===== src/rtl/decode_stage_pkg.sv =====
// Shared definitions for the SIMPLE 16-bit ISA decode stage: field positions,
// opcode/op3/cond encodings, the decoded control bundle and the FSM state type.
package decode_stage_pkg;

    localparam int ISA_W      = 16;
    localparam int ISA_NREG   = 8;
    localparam int ISA_REG_AW = 3;

    // instruction field positions (within the 16-bit ISA word)
    localparam int F_OP_HI  = 15;
    localparam int F_OP_LO  = 14;
    localparam int F_RA_HI  = 13;
    localparam int F_RA_LO  = 11;
    localparam int F_RB_HI  = 10;
    localparam int F_RB_LO  = 8;
    localparam int F_OP3_HI = 7;
    localparam int F_OP3_LO = 4;

    // major opcode [15:14]
    localparam logic [1:0] OP_LD    = 2'b00;
    localparam logic [1:0] OP_ST    = 2'b01;
    localparam logic [1:0] OP_IMM   = 2'b10;
    localparam logic [1:0] OP_ARITH = 2'b11;

    // op2 sub-opcode [13:11] when the major opcode is OP_IMM
    localparam logic [2:0] OP2_LI  = 3'b000;
    localparam logic [2:0] OP2_B   = 3'b100;
    localparam logic [2:0] OP2_BCC = 3'b111;

    // ALU / op3 encodings
    localparam logic [3:0] ALU_ADD  = 4'b0000;
    localparam logic [3:0] ALU_SUB  = 4'b0001;
    localparam logic [3:0] ALU_AND  = 4'b0010;
    localparam logic [3:0] ALU_OR   = 4'b0011;
    localparam logic [3:0] ALU_XOR  = 4'b0100;
    localparam logic [3:0] ALU_CMP  = 4'b0101;
    localparam logic [3:0] ALU_MOV  = 4'b0110;
    localparam logic [3:0] ALU_NOP7 = 4'b0111;
    localparam logic [3:0] ALU_SLL  = 4'b1000;
    localparam logic [3:0] ALU_SLR  = 4'b1001;
    localparam logic [3:0] ALU_SRL  = 4'b1010;
    localparam logic [3:0] ALU_SRA  = 4'b1011;
    localparam logic [3:0] ALU_IN   = 4'b1100;
    localparam logic [3:0] ALU_OUT  = 4'b1101;
    localparam logic [3:0] ALU_NOPE = 4'b1110;
    localparam logic [3:0] ALU_HLT  = 4'b1111;

    localparam logic [2:0] COND_ALWAYS = 3'b000;

    // fields presented to execute
    typedef struct packed {
        logic [ISA_REG_AW-1:0] ar;
        logic [ISA_REG_AW-1:0] br;
        logic [ISA_REG_AW-1:0] wadr;
        logic                  we;
        logic [3:0]            s_alu;
        logic                  se;
        logic [ISA_W-1:0]      imm;
        logic                  mem_rd;
        logic                  mem_wr;
        logic                  br_en;
        logic [2:0]            cond;
    } ctl_t;

    // control fields plus what the stage itself needs for hazards and HALT
    typedef struct packed {
        ctl_t ctl;
        logic use_a;
        logic use_b;
        logic halt_op;
    } bundle_t;

    localparam int CTL_W = $bits(ctl_t);

    typedef enum logic {
        ST_RUN     = 1'b0,
        ST_HALTED  = 1'b1
    } state_t;

    function automatic logic [ISA_W-1:0] sext4(input logic [3:0] d);
        return {{(ISA_W-4){d[3]}}, d};
    endfunction

    function automatic logic [ISA_W-1:0] zext4(input logic [3:0] d);
        return {{(ISA_W-4){1'b0}}, d};
    endfunction

    function automatic logic [ISA_W-1:0] sext8(input logic [7:0] d);
        return {{(ISA_W-8){d[7]}}, d};
    endfunction

    function automatic logic is_shift(input logic [3:0] op3);
        return op3[3:2] == 2'b10;
    endfunction

endpackage


===== src/rtl/decode_stage_if.sv =====
// Handshake buses on either side of the decode stage: fetch->decode carries the
// raw instruction, decode->execute carries the decoded control bundle.
interface fetch_if #(
    parameter int DATA_W = 16,
    parameter int PC_W   = 16
);
    logic              if_valid;
    logic              if_ready;
    logic [DATA_W-1:0] if_instr;
    logic [PC_W-1:0]   if_pc;

    modport master (output if_valid, if_instr, if_pc, input if_ready);
    modport slave  (input if_valid, if_instr, if_pc, output if_ready);
endinterface

interface id_if #(
    parameter int DATA_W = 16,
    parameter int PC_W   = 16,
    parameter int REG_AW = 3
);
    logic              id_valid;
    logic              id_ready;
    logic [PC_W-1:0]   id_pc;
    logic [REG_AW-1:0] ar;
    logic [REG_AW-1:0] br;
    logic [REG_AW-1:0] wadr;
    logic              we;
    logic [3:0]        s_alu;
    logic              se;
    logic [DATA_W-1:0] imm;
    logic              mem_rd;
    logic              mem_wr;
    logic              br_en;
    logic [2:0]        cond;

    modport master (
        output id_valid, id_pc, ar, br, wadr, we, s_alu, se, imm,
               mem_rd, mem_wr, br_en, cond,
        input  id_ready
    );
    modport slave (
        input  id_valid, id_pc, ar, br, wadr, we, s_alu, se, imm,
               mem_rd, mem_wr, br_en, cond,
        output id_ready
    );
endinterface


===== src/rtl/decode_stage_comb.sv =====
// Pure combinational field decode of one SIMPLE instruction word into the
// control bundle, including which register fields are real operands.
module decode_comb
    import decode_stage_pkg::*;
(
    input  logic [ISA_W-1:0] instr,
    output bundle_t          dec
);

    logic [1:0]            op;
    logic [ISA_REG_AW-1:0] fa;
    logic [ISA_REG_AW-1:0] fb;
    logic [3:0]            op3;

    assign op  = instr[F_OP_HI:F_OP_LO];
    assign fa  = instr[F_RA_HI:F_RA_LO];
    assign fb  = instr[F_RB_HI:F_RB_LO];
    assign op3 = instr[F_OP3_HI:F_OP3_LO];

    // decode by major opcode; anything unlisted falls out as an all-zero NOP
    always_comb begin
        dec = '0;
        unique case (op)
            OP_ARITH: begin
                dec.ctl.ar    = fa;
                dec.ctl.br    = fb;
                dec.ctl.wadr  = fb;
                dec.ctl.s_alu = op3;
                if (is_shift(op3)) begin
                    dec.ctl.se  = 1'b1;
                    dec.ctl.imm = zext4(instr[3:0]);
                end else begin
                    dec.ctl.imm = sext4(instr[3:0]);
                end
                case (op3)
                    ALU_IN:  dec.ctl.we = 1'b1;
                    ALU_OUT: dec.use_a = 1'b1;
                    ALU_CMP: begin
                        dec.use_a = 1'b1;
                        dec.use_b = 1'b1;
                    end
                    ALU_HLT: dec.halt_op = 1'b1;
                    ALU_NOP7, ALU_NOPE: ;
                    default: begin
                        dec.ctl.we = 1'b1;
                        dec.use_a  = 1'b1;
                        dec.use_b  = 1'b1;
                    end
                endcase
            end
            OP_LD: begin
                dec.ctl.wadr   = fa;
                dec.ctl.br     = fb;
                dec.ctl.we     = 1'b1;
                dec.ctl.mem_rd = 1'b1;
                dec.ctl.se     = 1'b1;
                dec.ctl.s_alu  = ALU_ADD;
                dec.ctl.imm    = sext8(instr[7:0]);
                dec.use_b      = 1'b1;
            end
            OP_ST: begin
                dec.ctl.ar     = fa;
                dec.ctl.br     = fb;
                dec.ctl.mem_wr = 1'b1;
                dec.ctl.se     = 1'b1;
                dec.ctl.s_alu  = ALU_ADD;
                dec.ctl.imm    = sext8(instr[7:0]);
                dec.use_a      = 1'b1;
                dec.use_b      = 1'b1;
            end
            OP_IMM: begin
                case (fa)
                    OP2_LI: begin
                        dec.ctl.wadr = fb;
                        dec.ctl.we   = 1'b1;
                        dec.ctl.se   = 1'b1;
                        dec.ctl.imm  = sext8(instr[7:0]);
                    end
                    OP2_B: begin
                        dec.ctl.br_en = 1'b1;
                        dec.ctl.cond  = COND_ALWAYS;
                        dec.ctl.se    = 1'b1;
                        dec.ctl.imm   = sext8(instr[7:0]);
                    end
                    OP2_BCC: begin
                        dec.ctl.br_en = 1'b1;
                        dec.ctl.cond  = fb;
                        dec.ctl.se    = 1'b1;
                        dec.ctl.imm   = sext8(instr[7:0]);
                    end
                    default: ;
                endcase
            end
        endcase
    end

endmodule


===== src/rtl/decode_stage.sv =====
// Registered decode stage: one-entry output register with valid/ready flow
// control, pending-write scoreboard for RAW/WAW stalls, flush and sticky HALT.
//
//   state      | meaning
//   -----------+----------------------------------------------------
//   ST_RUN     | normal operation, instructions accepted when legal
//   ST_HALTED  | HLT accepted; fetch blocked until flush or reset
module decode_stage
    import decode_stage_pkg::*;
#(
    parameter int DATA_W = 16,
    parameter int NREG   = 8,
    parameter int REG_AW = 3,
    parameter int PC_W   = 16
) (
    input  logic              clk,
    input  logic              rst,
    fetch_if.slave            fetch,
    id_if.master              id,
    input  logic              flush,
    output logic              halt,
    input  logic              wb_valid,
    input  logic [REG_AW-1:0] wb_adr
);

    bundle_t         dec;
    ctl_t            held_q;
    logic [PC_W-1:0] pc_q;
    logic            id_valid_q;
    logic [NREG-1:0] sb_q;
    logic [NREG-1:0] sb_set;
    logic [NREG-1:0] sb_clr;
    logic            hazard;
    logic            if_ready_c;
    logic            accept;
    state_t          state_q;
    state_t          state_d;

    decode_comb u_decode_comb (
        .instr (fetch.if_instr[DATA_W-1 -: ISA_W]),
        .dec   (dec)
    );

    assign hazard = (dec.use_a  & sb_q[dec.ctl.ar])
                  | (dec.use_b  & sb_q[dec.ctl.br])
                  | (dec.ctl.we & sb_q[dec.ctl.wadr]);

    assign accept = fetch.if_valid & if_ready_c;

    // state register
    always_ff @(posedge clk or posedge rst) begin
        if (rst) begin
            state_q <= ST_RUN;
        end else begin
            state_q <= state_d;
        end
    end

    // next state and fetch-side ready
    always_comb begin
        state_d    = state_q;
        if_ready_c = 1'b0;
        case (state_q)
            ST_RUN: begin
                if_ready_c = ~hazard & (~id_valid_q | id.id_ready) & ~flush;
                if (fetch.if_valid && if_ready_c && dec.halt_op) begin
                    state_d = ST_HALTED;
                end
            end
            ST_HALTED: begin
                if (flush) begin
                    state_d = ST_RUN;
                end
            end
        endcase
    end

    // scoreboard set/clear requests; a flushed held writer releases its destination
    always_comb begin
        sb_set = '0;
        sb_clr = '0;
        if (accept && dec.ctl.we) begin
            sb_set[dec.ctl.wadr] = 1'b1;
        end
        if (wb_valid) begin
            sb_clr[wb_adr] = 1'b1;
        end
        if (flush && id_valid_q && held_q.we) begin
            sb_clr[held_q.wadr] = 1'b1;
        end
    end

    // scoreboard update, set wins over a same-cycle clear
    always_ff @(posedge clk or posedge rst) begin
        if (rst) begin
            sb_q <= '0;
        end else begin
            sb_q <= (sb_q & ~sb_clr) | sb_set;
        end
    end

    // output register: flush kills, accept loads, consume empties, otherwise hold
    always_ff @(posedge clk or posedge rst) begin
        if (rst) begin
            id_valid_q <= 1'b0;
            held_q     <= '0;
            pc_q       <= '0;
        end else if (flush) begin
            id_valid_q <= 1'b0;
        end else if (accept) begin
            id_valid_q <= 1'b1;
            held_q     <= dec.ctl;
            pc_q       <= fetch.if_pc;
        end else if (id.id_ready) begin
            id_valid_q <= 1'b0;
        end
    end

    assign fetch.if_ready = if_ready_c;
    assign halt           = (state_q == ST_HALTED);

    assign id.id_valid = id_valid_q;
    assign id.id_pc    = pc_q;
    assign id.ar       = held_q.ar;
    assign id.br       = held_q.br;
    assign id.wadr     = held_q.wadr;
    assign id.we       = held_q.we;
    assign id.s_alu    = held_q.s_alu;
    assign id.se       = held_q.se;
    assign id.imm      = DATA_W'($signed(held_q.imm));
    assign id.mem_rd   = held_q.mem_rd;
    assign id.mem_wr   = held_q.mem_wr;
    assign id.br_en    = held_q.br_en;
    assign id.cond     = held_q.cond;

endmodule


===== src/flat_wrapper.sv =====
// flat-port wrapper written by rule: the top's interface ports become plain ports
module decode_stage_flat import decode_stage_pkg::*;
#(
    parameter int DATA_W = 16,
    parameter int NREG   = 8,
    parameter int REG_AW = 3,
    parameter int PC_W   = 16
)
  (clk, rst, flush, halt, wb_valid, wb_adr, fetch_if_valid, fetch_if_instr, fetch_if_pc, fetch_if_ready, id_id_valid, id_id_pc, id_ar, id_br, id_wadr, id_we, id_s_alu, id_se, id_imm, id_mem_rd, id_mem_wr, id_br_en, id_cond, id_id_ready);
  fetch_if #(.DATA_W(DATA_W), .PC_W(PC_W)) fetch_i ();
  id_if #(.DATA_W(DATA_W), .PC_W(PC_W), .REG_AW(REG_AW)) id_i ();
  input  logic clk;
  input  logic rst;
  input  logic flush;
  output logic halt;
  input  logic wb_valid;
  input  logic [REG_AW-1:0] wb_adr;
  input wire logic [$bits(fetch_i.if_valid)-1:0] fetch_if_valid;
  input wire logic [$bits(fetch_i.if_instr)-1:0] fetch_if_instr;
  input wire logic [$bits(fetch_i.if_pc)-1:0] fetch_if_pc;
  output wire logic [$bits(fetch_i.if_ready)-1:0] fetch_if_ready;
  output wire logic [$bits(id_i.id_valid)-1:0] id_id_valid;
  output wire logic [$bits(id_i.id_pc)-1:0] id_id_pc;
  output wire logic [$bits(id_i.ar)-1:0] id_ar;
  output wire logic [$bits(id_i.br)-1:0] id_br;
  output wire logic [$bits(id_i.wadr)-1:0] id_wadr;
  output wire logic [$bits(id_i.we)-1:0] id_we;
  output wire logic [$bits(id_i.s_alu)-1:0] id_s_alu;
  output wire logic [$bits(id_i.se)-1:0] id_se;
  output wire logic [$bits(id_i.imm)-1:0] id_imm;
  output wire logic [$bits(id_i.mem_rd)-1:0] id_mem_rd;
  output wire logic [$bits(id_i.mem_wr)-1:0] id_mem_wr;
  output wire logic [$bits(id_i.br_en)-1:0] id_br_en;
  output wire logic [$bits(id_i.cond)-1:0] id_cond;
  input wire logic [$bits(id_i.id_ready)-1:0] id_id_ready;
  assign fetch_i.if_valid = fetch_if_valid;
  assign fetch_i.if_instr = fetch_if_instr;
  assign fetch_i.if_pc = fetch_if_pc;
  assign fetch_if_ready = fetch_i.if_ready;
  assign id_id_valid = id_i.id_valid;
  assign id_id_pc = id_i.id_pc;
  assign id_ar = id_i.ar;
  assign id_br = id_i.br;
  assign id_wadr = id_i.wadr;
  assign id_we = id_i.we;
  assign id_s_alu = id_i.s_alu;
  assign id_se = id_i.se;
  assign id_imm = id_i.imm;
  assign id_mem_rd = id_i.mem_rd;
  assign id_mem_wr = id_i.mem_wr;
  assign id_br_en = id_i.br_en;
  assign id_cond = id_i.cond;
  assign id_i.id_ready = id_id_ready;
  decode_stage #(.DATA_W(DATA_W), .NREG(NREG), .REG_AW(REG_AW), .PC_W(PC_W)) u_core (.clk(clk), .rst(rst), .fetch(fetch_i), .id(id_i), .flush(flush), .halt(halt), .wb_valid(wb_valid), .wb_adr(wb_adr));
endmodule

===== config.mk =====
export PLATFORM = sky130hd
export DESIGN_NAME = decode_stage_flat
export DESIGN_NICKNAME = d
export VERILOG_FILES = /design/src/rtl/decode_stage_pkg.sv /design/src/rtl/decode_stage_if.sv /design/src/rtl/decode_stage_comb.sv /design/src/rtl/decode_stage.sv /design/src/flat_wrapper.sv
export SDC_FILE = /design/constraint.sdc
export NUM_CORES = 1
export LEC_CHECK = 0
export BUFFER_PORTS_ARGS = -buffer_cell sky130_fd_sc_hd__buf_2
export CAP_MARGIN = 20
export CORE_MARGIN = 4
export CORE_UTILIZATION = 46
export DETAILED_ROUTE_END_ITERATION = 10
export PLACE_DENSITY = 0.76
export RECOVER_POWER = 50
export SYNTH_ARGS = -nofsm -noshare
export SYNTH_HDL_FRONTEND = slang
export SYNTH_SLANG_ARGS = --single-unit

===== constraint.sdc =====
create_clock -name clk -period 2.05 [get_ports clk]
set_clock_uncertainty 0.15 [all_clocks]
set_input_delay 0.1025 -clock clk [delete_from_list [all_inputs] [get_ports clk]]
set_output_delay 0.1025 -clock clk [all_outputs]
set_load 0.1 [all_outputs]

== Word-level counts from Yosys, hierarchy flattened ==
Cells that the tools add are included.
Storage, ports and cells
  register bits after elaboration: 63
  input bits: 41
  output and inout port bits: 56
  logic and storage cells: 113
Operators by class
  magnitude comparators: 8
  equality and inequality tests: 12
  muxes and demuxes: 42
  bitwise logic cells: 17
  reduce and logical (&&, ||, !) cells: 19
Operator list (count)
  $pmux 17 s3: 1
  $mux 8: 3
  $lt 3x4->1 const B: 5
  $mux 1: 20
  $mux 17: 1
  $eq 4x4->1 const B: 4
  $mux 16: 1
  $or 8x8->8: 2
  $mux 4: 3
  $pmux 4 s3: 1
  $reduce_or 5->1: 2
  $bmux 1 s3: 3
  $demux 1 s3: 3
  $ge 3x1->1 const B: 3
  $and 8x8->8: 1
  $eq 4x3->1 const B: 2
  $logic_and 1x1->1: 8
  $not 8->8: 1
  $pmux 4 s2: 1
  $and 1x1->1: 6
  $eq 2x2->1 const B: 3
  $eq 3x3->1 const B: 2
  $mux 3: 2
  $pmux 1 s2: 3
  10 further kinds: 17

== Logic depth before layout (Yosys ltp) ==
  depth after elaboration: 16
  depth in mapped cells: 9
  mapped depth without buffers: 7

== Modules after synthesis ==
Synthesis repeated with hierarchy kept, for this count alone.
Unflattened totals
  cell total of the unflattened synthesis: 259
  area total of the unflattened synthesis: 3424.5 um^2
Modules (own cells, without submodules)
  decode_stage: times used 1, cells an instance 193, area each 3020.4 um^2, sequential area each 1576.5 um^2
  decode_comb: times used 1, cells an instance 66, area each 404.1 um^2, sequential area each 0.0 um^2

== Worst setup path before layout ==
Ideal clock, no wire load.
  path type: input port to flip-flop
  from: input fetch_if_instr[11]
  to: register u_core.held_q, in the netlist u_core.id.wadr[2]
  library setup time: 0.198 ns
  arrival: 2.901 ns
  data required time: 1.702 ns
  path slack: -1.200 ns
  cell stages on the path: 7
  buffers on the path: 0
  path through: or3_4 > a221o_1 > a21o_1 > nand4b_4 > nand4b_4 > nor3b_2 > a41oi_1
On the way
  word-level cells in the longest chain between the ends: 13
  elaborated cells between the ends (all ways): 18
  those cells by class: 8 x mux; 8 x bitwise; 2 x reduce/logical
Ends and longest elaborated chain
  from (decl): RTL line flat_wrapper.sv:19  | input wire logic [$bits(fetch_i.if_instr)-1:0] fetch_if_instr;
  $logic_not 3->1: RTL line decode_stage_comb.sv:72  | case (fa)
  $mux 4: RTL line decode_stage_comb.sv:72
  $pmux 4 s3: RTL line decode_stage_comb.sv:23  | unique case (op)
  $bmux 1 s3: RTL line decode_stage.sv:46  | | (dec.ctl.we & sb_q[dec.ctl.wadr]);
  $mux 1 (implied by the code): RTL line decode_stage.sv:46
  $and 1x1->1: RTL line decode_stage.sv:46
  $or 1x1->1 *: RTL line decode_stage.sv:46
  $not 1->1 *: RTL line decode_stage.sv:65  | if_ready_c = ~hazard & (~id_valid_q | id.id_ready) & ~flush;
  $and 1x1->1 * (2 in a row): RTL line decode_stage.sv:65
  $mux 1 *: RTL line decode_stage.sv:63  | case (state_q)
  net fetch_if_ready: RTL line flat_wrapper.sv:21  | output wire logic [$bits(fetch_i.if_ready)-1:0] fetch_if_ready;
  $and 1x1->1 *: RTL line decode_stage.sv:48  | assign accept = fetch.if_valid & if_ready_c;
  $reduce_and 2->1 (no source line) *
  to (signal assigned): RTL line decode_stage.sv:112  | held_q <= dec.ctl;
  to (decl): RTL line decode_stage.sv:27  | ctl_t held_q;
The timed path passes the listed nets; every way through them passes the cells marked *. The select of a mux whose other input is x is not followed.
A chain may end at the register's enable or synchronous reset.

== Worst setup path in the final report ==
  from: register u_core.sb_q[4]
  to: output fetch_if_ready
On the way
  word-level cells in the longest chain between the ends: 9
  elaborated cells between the ends (all ways): 15
  those cells by class: 7 x mux; 8 x bitwise
Ends and longest elaborated chain
  from (decl): RTL line decode_stage.sv:30  | logic [NREG-1:0] sb_q;
  from (signal assigned): RTL line decode_stage.sv:98  | sb_q <= (sb_q & ~sb_clr) | sb_set;
  $bmux 1 s3, on equally long branches: RTL line decode_stage.sv:44, decode_stage.sv:45
  $mux 1, on equally long branches: RTL line decode_stage.sv:44, decode_stage.sv:45
  $and 1x1->1, on equally long branches: RTL line decode_stage.sv:44, decode_stage.sv:45
  $or 1x1->1: RTL line decode_stage.sv:45  | | (dec.use_b & sb_q[dec.ctl.br])
  $or 1x1->1 *: RTL line decode_stage.sv:46
  $not 1->1 *: RTL line decode_stage.sv:65
  $and 1x1->1 * (2 in a row): RTL line decode_stage.sv:65
  $mux 1 *: RTL line decode_stage.sv:63
  to (decl): RTL line flat_wrapper.sv:21
Every way passes the cells marked *; elsewhere a longest branch is shown, timed or not. The select of a mux whose other input is x is not followed.

==> results.json <==
{
  "die_area_um2": 7992,
  "clk_pin_slew_worst_paths_ps": 110,
  "startpoint": "u_core.sb_q[4]",
  "fin_cells": 551,
  "grt_pass1_vias": 3281,
  "die_width_um": 89.40,
  "slew_violations": 0,
  "htree_levels": 2,
  "ys_seq_elements": 55,
  "first_pass_iters": 6,
  "max-vdd-ir-drop_mv": 1.190,
  "fp.dieH_um": 89.40,
  "cp-end-kind": "output pin",
  "ys_warn_count": 0,
  "antenna_found_initial": 0,
  "cts_made_buffers": 5,
  "gp_congestion": 0.9000,
  "slew_headroom": 0.5028,
  "use_met3": 0.07005,
  "grt.overflow.total": 0,
  "grt_start_max_net_pins": 23,
  "hpwl_mm": 6.767,
  "vias": 3483,
  "antenna_left": 0,
  "ff2ff_path_depth": 10,
  "power.density_nw_per_um2": 1180,
  "num_rows": 29,
  "cts-root-buf": "clkbuf_8",
  "tightest_slew_ps": 744.9,
  "diodes": 0,
  "synth_nets": 328,
  "via_per_inst": 6.321,
  "drt-initial-drc-count": 475,
  "post-route-min-period_ps": 2669,
  "drv_cap": 0,
  "drive_gt1_frac": 0.5274,
  "grtUsageTotal": 0.2678,
  "path_class": "reg -> out",
  "crit_chain": "buf_6 -> nor2b_4 -> a31oi_2 -> a21oi_2 -> o31ai_4 -> nand4b_4 -> nor3b_4 -> buf_12",
  "postSynth.asyncResetShare": 1.000,
  "cts_tree": "built",
  "placed_area_um2": 4044,
  "fmax_mhz": 374.7,
  "io_buffers": 96,
  "pin_count": 97,
  "syn_to_final_growth_pct": 67.28,
  "synth_flop_cell": "dfrtp_1",
  "max_stage_delay_ps": 460,
  "r2r_start": "u_core.sb_q[4]",
  "routedWlPerCell_um": 23.82,
  "start_util": 0.4773,
  "total_power_mw": 6.017,
  "timing.final.ws_setup_ps": -618.9,
  "leakage_nw": 2.555,
  "core_um2": 6386,
  "hp-start": "fetch_if_instr[3]",
  "final_core_util": 0.7984,
  "timing.hold.ws_ps": 3.161,
  "fill_cells": 353,
  "placed_cells": 497,
  "drt_wl_total_mm": 13.12,
  "status": "finished, violations left",
  "clk_path_buf_depth": 2,
  "ys_seq_area_frac": 0.4516,
  "insertion_delay_ps": 320,
  "multi_input_area_um2": 1856,
  "register_area_um2": 1379,
  "cp_slowest_cell": "dfrtp_1",
  "gr-usage-met1": 0.3250,
  "synth_cell_type_count": 46,
  "synth_edf_count": 0,
  "min_path_cells": 3,
  "final_area_um2": 5099,
  "rsz0062_at_grt": "true",
  "drc": 0,
  "syn_area_um2": 3048,
  "timing.final.crit_share": 1.302,
  "busiest_layer": "met2",
  "hold_viol": 0,
  "hold_class": "in -> reg",
  "cts_num_sinks": 55,
  "cp-start-kind": "register",
  "gr-usage-met2": 0.4534,
  "critical_path.max_fanout": 4,
  "violations": "negative setup slack",
  "finalNetCount": 514,
  "required_ps": 1800,
  "synthCells": 287,
  "grt_pass1_wl_mm": 16.34,
  "arrival_ps": 2420,
  "setup_viol_count_final": 56,
  "syn-mean-instance-area_um2": 10.62
}
-- power breakdown --
part           internal, mW  switching (mW)
Combinational         0.882            2.80
Clock                 0.371           0.404
Sequential             1.33           0.223
-- timing repair --
action,CTS,global route
resized for setup,24,61
setup endpoints to repair,56,56
endpoints found under the hold margin,51,0
pin swaps,9,26
gates cloned,3,5
buffers inserted,5,7
hold buffers,30,0
-- area by class of cell --
type                       instances  share of cell area
clock buffer                       5             0.01350
clock inverter                     3            0.009325
inverter                           9            0.006626
multi-input combinational        199              0.3639
sequential                        55              0.2704
tap                               77             0.01890
timing repair buffer             203              0.3173
-- stage by stage --
step	setup WS, ps	TNS (ps)
2_1_floorplan	-736.8	-8851
3_3_place_gp	-343.3	-15730
3_5_place_dp	-319.7	-14210
4_1_cts	-401.5	-16800
5_1_grt	-702.3	-23450
6_report	-618.9	-22180
-- routing by layer --
metal,wire length (um),vias up,share of wire
li1,-,1442,-
met1,4700,1695,0.36
met2,6505,273,0.50
met3,1262,73,0.096
met4,655,0,0.050
met5,0,-,0
-- cell usage after synthesis (2+ instances only) --
| cell | n | area [um2] |
|---|---|---|
| dfrtp_1 | 55 | 1376 |
| mux2_1 | 28 | 315.3 |
| nand2_1 | 21 | 78.83 |
| a21oi_1 | 16 | 80.08 |
| nand4_1 | 16 | 100.1 |
| a21bo_1 | 10 | 100.1 |
| o31ai_1 | 10 | 75.07 |
| inv_1 | 9 | 33.78 |
| nand2b_1 | 9 | 56.30 |
| buf_2 | 8 | 40.04 |
| buf_4 | 8 | 60.06 |
| nand3_1 | 8 | 40.04 |
| nor2_1 | 8 | 30.03 |
| o21ai_0 | 7 | 35.03 |
| a31oi_1 | 6 | 37.54 |
| and3_1 | 6 | 37.54 |
| mux2i_1 | 6 | 60.06 |
| o221ai_1 | 6 | 52.55 |
| nor2b_1 | 5 | 31.28 |
| clkbuf_1 | 4 | 15.01 |
| o211ai_1 | 4 | 30.03 |
| a211oi_1 | 3 | 22.52 |
| buf_6 | 3 | 33.78 |
| nor3_1 | 3 | 15.01 |
| a21o_1 | 2 | 15.01 |
| a221o_1 | 2 | 20.02 |
| nand4b_4 | 2 | 47.55 |
| nor3b_2 | 2 | 25.02 |
| o21a_1 | 2 | 15.01 |
| o32ai_1 | 2 | 17.52 |
-- cell families after synthesis --
logic type	share of synthesized area
compound gates	0.1802
simple gates	0.1700
xor+xnor	0.002874
mux	0.1342
buf+inv	0.06116
flops	0.4516
-- state kept, by name (all words and copies together), names as in the netlist, 3 cells and up --
name             cells
u_core.id.br         3
u_core.sb_q          8
u_core.id.ar         3
u_core.id.id_pc     16
u_core.id.imm        8
u_core.id.wadr       3
u_core.id.s_alu      4
u_core.id.cond       3
-- layout by cell type, fill, tap and decap left out, types with 3 or more instances in the layout --
master,synthesis,final
nand2b_1,9,9
a21oi_2,0,5
a21bo_1,10,10
dlygate4sd3_1,0,30
nor2b_1,5,4
mux2_4,0,28
buf_12,0,6
nand2_1,21,20
buf_6,3,11
dfrtp_1,55,53
nor2_1,8,8
a21oi_1,16,8
buf_2,8,95
clkbuf_16,0,4
and3_1,6,5
buf_16,0,3
inv_1,9,9
nand3_1,8,8
o221ai_1,6,6
o211ai_1,4,4
nor3_1,3,3
a21oi_4,0,3
buf_4,8,50
o31ai_4,0,6
o21ai_0,7,6
a31oi_1,6,4
mux2i_1,6,6
nand4_1,16,16
clkbuf_8,0,5
-- critical path: cells and delay by family, from the launching register on --
| kind | cells | cell delay [ps] |
|---|---|---|
| buffers and inverters | 2 | 370 |
| and+or+nand+nor | 3 | 700 |
| DFF | 1 | 460 |
| AOI/OAI and AO/OA | 3 | 550 |
-- worst paths after layout --
check                               endpoint  slack [ps]
hold reg to reg            u_core.id.cond[0]         340
setup reg to reg            u_core.id.imm[5]        -530
max in group asynchronous   u_core.id.imm[6]         470
min in group asynchronous       u_core.id.we         280
setup / recovery              fetch_if_ready        -620
hold / removal              u_core.id.imm[3]           3
Power figures use the tool's default switching activity.
